<file path="config.mk">
export PLATFORM = sky130hd
export DESIGN_NAME = seg7_scan_mux
export DESIGN_NICKNAME = d
export VERILOG_FILES = /design/src/rtl/seg7_scan_mux.sv
export SDC_FILE = /design/constraint.sdc
export NUM_CORES = 1
export LEC_CHECK = 0
export BUFFER_PORTS_ARGS = -buffer_cell sky130_fd_sc_hd__buf_2
export CORE_UTILIZATION = 59
export CTS_CLUSTER_DIAMETER = 100
export DETAILED_ROUTE_END_ITERATION = 10
export PLACE_DENSITY = 0.84
export RECOVER_POWER = 100
export SLEW_MARGIN = 20
export SYNTH_ARGS = -nofsm -noshare
export SYNTH_HDL_FRONTEND = slang
export SYNTH_SLANG_ARGS = --single-unit
</file>
<file path="constraint.sdc">
create_clock -name fastclk -period 6.09 [get_ports fastclk]
set_input_delay 0.609 -clock fastclk [delete_from_list [all_inputs] [get_ports fastclk]]
set_output_delay 0.609 -clock fastclk [all_outputs]
set_load 0.02 [all_outputs]
</file>
<file path="src/rtl/seg7_scan_mux.sv">
// Time-multiplexed common-anode 7-segment driver with a built-in scan prescaler,
// blink generator, decimal points, leading-zero suppression and dead-time blanking.
module seg7_scan_mux #(
    parameter int NUM_DIGITS  = 4,
    parameter int SCAN_DIV    = 4,
    parameter int DEAD_CYCLES = 1,
    parameter int BLINK_DIV   = 32
) (
    input  logic                    fastclk,
    input  logic                    rst_n,
    input  logic                    en,
    input  logic [4*NUM_DIGITS-1:0] digits,
    input  logic [NUM_DIGITS-1:0]   blink_mask,
    input  logic [NUM_DIGITS-1:0]   dp_mask,
    input  logic                    lz_suppress,
    output logic [NUM_DIGITS-1:0]   anode,
    output logic [6:0]              segment,
    output logic                    dp,
    output logic                    blink_phase
);
    localparam int IDX_W   = (NUM_DIGITS > 1) ? $clog2(NUM_DIGITS) : 1;
    localparam int CNT_W   = $clog2(SCAN_DIV);
    localparam int BLINK_W = $clog2(BLINK_DIV);
    localparam logic [6:0]         SEG_BLANK = 7'h7F;
    localparam logic [IDX_W-1:0]   IDX_LAST  = IDX_W'(NUM_DIGITS - 1);
    localparam logic [CNT_W-1:0]   CNT_LAST  = CNT_W'(SCAN_DIV - 1);
    localparam logic [CNT_W-1:0]   CNT_DEAD  = CNT_W'(DEAD_CYCLES);
    localparam logic [BLINK_W-1:0] BLK_LAST  = BLINK_W'(BLINK_DIV - 1);

    logic [IDX_W-1:0]        r_idx;
    logic [CNT_W-1:0]        r_cnt;
    logic [BLINK_W-1:0]      r_blinkCnt;
    logic                    r_blinkPhase;
    logic [4*NUM_DIGITS-1:0] r_snapDigits;
    logic [NUM_DIGITS-1:0]   r_snapBlink;
    logic [NUM_DIGITS-1:0]   r_snapDp;
    logic                    r_snapLz;
    logic [NUM_DIGITS-1:0]   r_anode;
    logic [6:0]              r_segment;
    logic                    r_dp;

    logic [3:0]              w_digitVal;
    logic [NUM_DIGITS-1:0]   w_upperZero;
    logic [NUM_DIGITS-1:0]   w_anodeDrive;
    logic                    w_zeroRun;
    logic                    w_blank;

    function automatic logic [6:0] decode(input logic [3:0] v);
        case (v)
            4'h0:    return 7'b0000001;
            4'h1:    return 7'b1001111;
            4'h2:    return 7'b0010010;
            4'h3:    return 7'b0000110;
            4'h4:    return 7'b1001100;
            4'h5:    return 7'b0100100;
            4'h6:    return 7'b0100000;
            4'h7:    return 7'b0001111;
            4'h8:    return 7'b0000000;
            4'h9:    return 7'b0000100;
            4'hF:    return SEG_BLANK;
            default: return 7'b1111110;
        endcase
    endfunction

    // w_upperZero[i] is set when snapshot digits i..NUM_DIGITS-1 are all zero
    always_comb begin
        w_digitVal   = 4'd0;
        w_upperZero  = '0;
        w_anodeDrive = '1;
        w_zeroRun    = 1'b1;
        for (int i = NUM_DIGITS - 1; i >= 0; i--) begin
            w_zeroRun      = w_zeroRun && (r_snapDigits[4*i +: 4] == 4'd0);
            w_upperZero[i] = w_zeroRun;
            if (IDX_W'(i) == r_idx) begin
                w_digitVal      = r_snapDigits[4*i +: 4];
                w_anodeDrive[i] = 1'b0;
            end
        end
        w_blank = (r_snapBlink[r_idx] && r_blinkPhase)
               || (r_snapLz && (r_idx != '0) && w_upperZero[r_idx]);
    end

    always_ff @(posedge fastclk or negedge rst_n) begin
        if (!rst_n) begin
            r_blinkCnt   <= '0;
            r_blinkPhase <= 1'b0;
        end else if (r_blinkCnt == BLK_LAST) begin
            r_blinkCnt   <= '0;
            r_blinkPhase <= ~r_blinkPhase;
        end else begin
            r_blinkCnt   <= r_blinkCnt + 1'b1;
        end
    end

    // Outputs are derived from the pre-edge slot position, so they trail idx/cnt by one cycle
    always_ff @(posedge fastclk or negedge rst_n) begin
        if (!rst_n) begin
            r_idx        <= '0;
            r_cnt        <= '0;
            r_snapDigits <= '0;
            r_snapBlink  <= '0;
            r_snapDp     <= '0;
            r_snapLz     <= 1'b0;
            r_anode      <= '1;
            r_segment    <= SEG_BLANK;
            r_dp         <= 1'b1;
        end else if (!en) begin
            r_idx        <= '0;
            r_cnt        <= '0;
            r_anode      <= '1;
            r_segment    <= SEG_BLANK;
            r_dp         <= 1'b1;
        end else begin
            if (r_cnt == '0) begin
                r_snapDigits <= digits;
                r_snapBlink  <= blink_mask;
                r_snapDp     <= dp_mask;
                r_snapLz     <= lz_suppress;
            end
            if (r_cnt == CNT_LAST) begin
                r_cnt <= '0;
                r_idx <= (r_idx == IDX_LAST) ? '0 : r_idx + 1'b1;
            end else begin
                r_cnt <= r_cnt + 1'b1;
            end
            if (r_cnt < CNT_DEAD) begin
                r_anode   <= '1;
                r_segment <= SEG_BLANK;
                r_dp      <= 1'b1;
            end else begin
                r_anode   <= w_anodeDrive;
                r_segment <= w_blank ? SEG_BLANK : decode(w_digitVal);
                r_dp      <= w_blank ? 1'b1 : ~r_snapDp[r_idx];
            end
        end
    end

    assign anode       = r_anode;
    assign segment     = r_segment;
    assign dp          = r_dp;
    assign blink_phase = r_blinkPhase;

endmodule

</file>
==> flow_metrics.py, run 1 <==
metrics = {
    "cts": {
        "postCtsSetupBuffers": 0,
        "cts_buffer_depth": 2,
        "cts_buffers": 5,
        "clock_tree.htree_level_count": 2,
        "hold_buffers": 0,
        "insertion_delay_ns": 0.30,
        "postCtsResizedCells": 0,
        "cts_tree": "yes",
        "root_buffer_cell": "sky130_fd_sc_hd__clkbuf_8",
        "cts_num_sinks": 47,
        "clkTransAtPathRegs_ns": 0.09,
    },
    "detailed_routing": {
        "wirelength_um": 4260,
        "dr_iter_0_viols": 105,
        "num_vias": 1490,
        "detail_route.first_pass.iterations": 4,
        "drc": 0,
        "ant_nets": 0,
        "post_drt_via_cell_ratio": 5.665,
        "post_drt_wl_per_cell_um": 16.20,
    },
    "grt": {
        "grt_max_degree": 48,
        "first_global_vias": 1551,
        "overflow": 0,
        "grt_antenna_before_repair": 0,
        "global_route_wire_length_before_repair_um": 7093,
        "gr-usage-all-layers_pct": 23.79,
    },
    "layout": {
        "multiInputGateArea_um2": 960.9,
        "antenna_cells": 0,
        "layout_cells_sized_above_1_pct": 35.02,
        "layout-area-overhead-vs-synth_pct": 13.95,
        "fillerInstances": 266,
        "nets": 259,
        "sequential_cell_area_in_the_final_layout_um2": 1191,
    },
    "logic_synthesis": {
        "yosys_warnings": 0,
        "syn_inst_count": 172,
        "post_synth.cell_area_avg_um2": 12.88,
        "postSynthRegisterBits": 47,
        "synth_top_area_cells": "sky130_fd_sc_hd__dfrtp_1 40%, sky130_fd_sc_hd__dfstp_2 14%, sky130_fd_sc_hd__mux2_2 13%",
        "synth_fp_nets": 215,
        "synthesis.area_um2": 2216,
        "synthArstFlopShare_pct": 100.0,
        "yosys.cell_types.count": 35,
        "synth_top_area_share_pct": 39.53,
        "synth-edff-count": 0,
        "synth_top_area_cell": "sky130_fd_sc_hd__dfrtp_1",
        "yosysSeqAreaShare_pct": 53.75,
        "synth_top_flop_cell": "sky130_fd_sc_hd__dfrtp_1",
    },
    "setup_path": {
        "critPathCaptureType": "register",
        "timing.critical_path.arrival_ns": 2.86,
        "crit_type": "reg -> reg",
        "path_common_cell": "sky130_fd_sc_hd__inv_1",
        "worst_ep_required_time_ns": 6.31,
        "max_stage_delay_ns": 0.51,
        "critical_path.cell_chain": "inv_1 -> ha_1 -> nor2b_1 -> a22oi_1 -> a21oi_1 -> inv_1 -> ha_1 -> inv_1 -> o21a_1 -> a21boi_0 -> o21ai_0",
        "crit_path_max_fanout": 8,
        "worst_path_max_delay_cell": "sky130_fd_sc_hd__dfrtp_1",
        "worst_setup_path_start_kind": "register",
    },
    "outcome": {
        "violated_checks": "capacitance limit, slew limit",
        "status": "complete, but fails checks",
    },
    "power": {
        "irDropWorstVdd_uv": 222.1,
        "power_leakage_uw": 0.001096,
        "p_per_area_nw_per_um2": 311.3,
        "design_power_total_uw": 786.1,
    },
    "sta": {
        "report.final.hold_viol_count": 0,
        "report.final.slew_viol_count": 31,
        "setup_viol": 0,
        "clock_period_minus_final_worst_setup_slack_ns": 2.641,
        "worst_slew_pin_slew_ns": 1.529,
        "grt_setup_unrepaired": "no",
        "finalClockSkew_ns": 0.005295,
        "fin_worst_hold_slack_ns": 0.4057,
        "finalCritPeriodShare_pct": 43.37,
        "timing.final.ws_setup_ns": 3.449,
        "slew_headroom_pct": -1.906,
        "achievable-frequency_ghz": 0.3786,
        "fin_tns_setup_ns": 0,
    },
    "floorplanning": {
        "floorplan.initialDensity_pct": 63.89,
        "row_count": 21,
        "fp.dieArea_um2": 4005,
        "io_pins": 41,
        "core_area_um2": 3468,
        "dieHeight_um": 63.29,
        "chipWidth_um": 63.29,
    },
    "placement": {
        "place_ws_ns": 3.497,
        "hpwl_detailed_um": 3120,
        "io_buffers": 40,
        "gpl.final_weighted_congestion": 0.9459,
    },
    "flow_run": {
        "maxCapViolations": 1,
    },
    "worst_hold_path": {
        "hold_path.class": "in -> async",
    },
}
[worst max-delay path, delay by kind of cell (launching register included)]
family                     cells  cell delay [ns]
AOI/OAI and AO/OA              5             0.99
adders and majority gates      2             0.52
and+or+nand+nor                1             0.19
buffers and inverters          3             0.35
DFF                            1             0.51
[final timing paths]
path / endpoint / startpoint / cells past startpoint / slack [ns]
worst min register to register: r_cnt[0] / r_cnt[0] / 1 / 0.47
min in group fastclk: r_cnt[0] / r_cnt[0] / 1 / 0.47
worst min-delay path: blink_phase / rst_n / 1 / 0.41
worst max register to register: segment[3] / r_idx[0] / 11 / 3.45
max in group asynchronous: r_snapDigits[9] / rst_n / 2 / 3.77
worst max-delay path: segment[3] / r_idx[0] / 11 / 3.45
[stage by stage]
stage / instances / utilization [%] / cell area [um2]
2_1_floorplan: 172 / - / 2216
3_3_place_gp: 254 / 70.67 / 2451
3_5_place_dp: 254 / 70.67 / 2451
4_1_cts: 262 / 73.52 / 2550
5_1_grt: 263 / 72.80 / 2525
6_report: 263 / 72.80 / 2525
[synth_stat cells (3+ instances only)]
cell type,count
sky130_fd_sc_hd__nand2_1,9
sky130_fd_sc_hd__a21oi_1,5
sky130_fd_sc_hd__inv_1,8
sky130_fd_sc_hd__dfstp_2,12
sky130_fd_sc_hd__buf_2,3
sky130_fd_sc_hd__nor3b_1,4
sky130_fd_sc_hd__o21ai_1,6
sky130_fd_sc_hd__nor4_1,3
sky130_fd_sc_hd__a211oi_1,3
sky130_fd_sc_hd__ha_1,15
sky130_fd_sc_hd__nor2b_1,6
sky130_fd_sc_hd__mux2_2,25
sky130_fd_sc_hd__dfrtp_1,35
sky130_fd_sc_hd__nor2_1,7
[registers in the layout (all words and copies together), names as in the netlist]
signal        cells
segment           7
blink_phase       1
r_snapLz          1
r_blinkCnt        5
r_snapBlink       4
r_idx             2
r_cnt             2
anode             4
dp                1
r_snapDigits     16
r_snapDp          4
[cell type report]
| cell class | instances | share of cell area (%) |
|---|---|---|
| Multi-Input combinational cell | 113 | 38.06 |
| Clock inverter | 2 | 0.6442 |
| Clock buffer | 6 | 3.271 |
| Sequential cell | 47 | 47.18 |
| Tap cell | 46 | 2.279 |
| Inverter | 8 | 1.189 |
| Timing Repair Buffer | 41 | 7.384 |
[layout by cell type, fill, tap and decap left out, types with 3 or more instances in the layout]
master,instances
sky130_fd_sc_hd__dfrtp_1,35
sky130_fd_sc_hd__buf_2,26
sky130_fd_sc_hd__mux2_2,25
sky130_fd_sc_hd__ha_1,15
sky130_fd_sc_hd__clkbuf_1,15
sky130_fd_sc_hd__dfstp_2,12
sky130_fd_sc_hd__nand2_1,9
sky130_fd_sc_hd__inv_1,8
sky130_fd_sc_hd__nor2_1,7
sky130_fd_sc_hd__nor2b_1,6
sky130_fd_sc_hd__o21ai_0,6
sky130_fd_sc_hd__clkbuf_8,6
sky130_fd_sc_hd__a21oi_1,5
sky130_fd_sc_hd__nor3b_1,4
sky130_fd_sc_hd__a211oi_1,3
sky130_fd_sc_hd__nor4_1,3
[per-layer routing]
layer | track usage, % | routed length (um)
met5 | 0 | 0
met4 | 9.091 | 68
met3 | 6.159 | 201
met2 | 41.94 | 2254
met1 | 27.58 | 1735
[logic make-up (layout without fill, tap and decap cells)]
logic type,after synthesis,in the layout,synth area share (%)
DFF,47,47,53.75
and+or+nand+nor,39,39,9.599
AOI/OAI and AO/OA,28,28,9.429
muxes,28,28,15.19
adders and majority gates,15,15,8.470
buffers and inverters,12,57,2.372
xor gates and xnor gates,3,3,1.186
[where the power goes]
group          internal [uW]  total, uW  switching [uW]
Clock                   92.6        197             104
Combinational           86.8        182            95.0
Sequential               368        407            39.7
No activity file was read; power rests on OpenSTA's default activity.
==> run 2, diff against run 1 <==
- CORE_UTILIZATION: 59 -> 55
- PLACE_DENSITY: 0.84 -> 0.79
- clock period: 6.09 -> 2.5 ns (I/O delays scaled with it)
==> flow_metrics.py, run 2 (synthesis results as in run 1) <==
metrics = {
    "worst_hold_path": {
        "hold_path.class": "in -> reg",
    },
    "floorplanning": {
        "dieHeight_um": 65.48,
        "row_count": 22,
        "core_area_um2": 3771,
        "chipWidth_um": 65.48,
        "floorplan.initialDensity_pct": 58.76,
        "fp.dieArea_um2": 4287,
        "io_pins": 41,
    },
    "sta": {
        "grt_setup_unrepaired": "no",
        "worst_slew_pin_slew_ns": 1.121,
        "fin_tns_setup_ns": 0,
        "clock_period_minus_final_worst_setup_slack_ns": 2.263,
        "report.final.hold_viol_count": 0,
        "slew_headroom_pct": 25.29,
        "finalCritPeriodShare_pct": 90.52,
        "finalClockSkew_ns": 0.007022,
        "achievable-frequency_ghz": 0.4419,
        "report.final.slew_viol_count": 0,
        "setup_viol": 0,
    },
    "power": {
        "irDropWorstVdd_uv": 410.3,
        "p_per_area_nw_per_um2": 791.2,
        "design_power_total_uw": 2036,
        "power_leakage_uw": 0.001126,
    },
    "grt": {
        "gr-usage-all-layers_pct": 22.67,
        "global_route_wire_length_before_repair_um": 7217,
        "grt_antenna_before_repair": 0,
        "overflow": 0,
        "first_global_vias": 1541,
        "grt_max_degree": 48,
    },
    "cts": {
        "clock_tree.htree_level_count": 2,
        "cts_buffers": 5,
        "cts_buffer_depth": 2,
        "cts_tree": "yes",
        "clkTransAtPathRegs_ns": 0.09,
        "insertion_delay_ns": 0.31,
        "root_buffer_cell": "sky130_fd_sc_hd__clkbuf_8",
        "cts_num_sinks": 47,
    },
    "placement": {
        "io_buffers": 40,
        "detailed_place.area_um2": 2476,
        "gpl.final_weighted_congestion": 0.9676,
        "hpwl_detailed_um": 3069,
        "place_inst": 259,
    },
    "setup_path": {
        "timing.critical_path.arrival_ns": 2.48,
        "critPathCaptureType": "register",
        "critical_path.cell_chain": "inv_1 -> ha_1 -> nand3b_1 -> a311oi_1 -> clkbuf_2 -> and3_1 -> o21ai_1",
        "worst_path_max_delay_cell": "sky130_fd_sc_hd__a311oi_1",
        "max_stage_delay_ns": 0.57,
        "worst_setup_path_start_kind": "register",
        "crit_family": "compound AO/OA/AOI/OAI gates",
        "crit_type": "reg -> reg",
        "crit_path_max_fanout": 8,
        "path_buf_inv": 2,
        "worst_ep_required_time_ns": 2.72,
    },
    "detailed_routing": {
        "ant_nets": 0,
        "dr_iter_0_viols": 67,
        "drc": 0,
        "wirelength_um": 4274,
        "post_drt_via_cell_ratio": 5.623,
        "post_drt_wl_per_cell_um": 15.95,
        "num_vias": 1507,
        "detail_route.first_pass.iterations": 4,
    },
    "layout": {
        "layout_cells_sized_above_1_pct": 36.82,
        "layout-area-overhead-vs-synth_pct": 16.15,
        "postLayoutCellArea_um2": 2574,
        "largest_register_ff_count": 16,
        "layout.cells.most_common_list": "34 x sky130_fd_sc_hd__dfrtp_1, 26 x sky130_fd_sc_hd__buf_2, 25 x sky130_fd_sc_hd__mux2_2",
        "fillerInstances": 300,
        "registers.top_by_ff_count": "r_snapDigits",
        "nets": 262,
        "layout.cells.most_common": "sky130_fd_sc_hd__dfrtp_1",
        "antenna_cells": 0,
        "final_cell_count_no_fill": 268,
    },
    "flow_run": {
        "maxCapViolations": 0,
    },
    "outcome": {
        "status": "finished, final reports clean",
    },
}
run 2: metal layers:
metal,routed length [um],global-route usage [%],part of all wire (%)
met4,67,8.152,1.6
met5,0,0,0
met1,1778,28.01,42
met2,2271,39.30,53
met3,158,4.340,3.7
run 2: timing repair:
action,4_1_cts,5_1_grt
buffers inserted,0,0
endpoints found under the setup margin,0,6
gates resized for setup,0,2
hold endpoints to repair,0,31
hold buffers,0,1
run 2: worst paths after layout:
check / start / endpoint / slack [ns] / cells after the start
max: r_idx[0] / segment[2] / 0.24 / 7
min: blink_mask[1] / r_snapBlink[1] / 0.17 / 2
max reg2reg: r_idx[0] / segment[2] / 0.24 / 7
min reg2reg: r_blinkCnt[0] / r_blinkCnt[0] / 0.48 / 1
max in group asynchronous: rst_n / r_idx[0] / 1.05 / 2
min in group asynchronous: rst_n / r_blinkCnt[3] / 0.68 / 2
run 2: report_power, final:
part | switching (uW) | internal [uW]
combinational | 241 | 219
clock | 260 | 329
sequential | 90.1 | 896
total | 592 | 1440
run 2: layout make-up:
class	count	area [um2]	area share, %
Sequential cell	47	1192	46.33
Multi-Input combinational cell	113	958.4	37.24
Timing Repair Buffer	44	211.5	8.216
Clock buffer	6	82.58	3.209
Tap cell	48	60.06	2.333
Clock inverter	2	38.79	1.507
Inverter	8	30.03	1.167
run 2: metrics by stage:
stage / worst slack, ns / hold slack (ns) / utilization, %
5_1_grt: 0.03158 / 0.1662 / 68.25
4_1_cts: 0.05080 / 0.1434 / 68.88
6_report: 0.2369 / 0.1678 / 68.25
3_5_place_dp: 0.1141 / 0.4707 / 65.66
2_1_floorplan: 0.2687 / -0.04559 / -
3_3_place_gp: 0.3013 / 0.4337 / 65.66
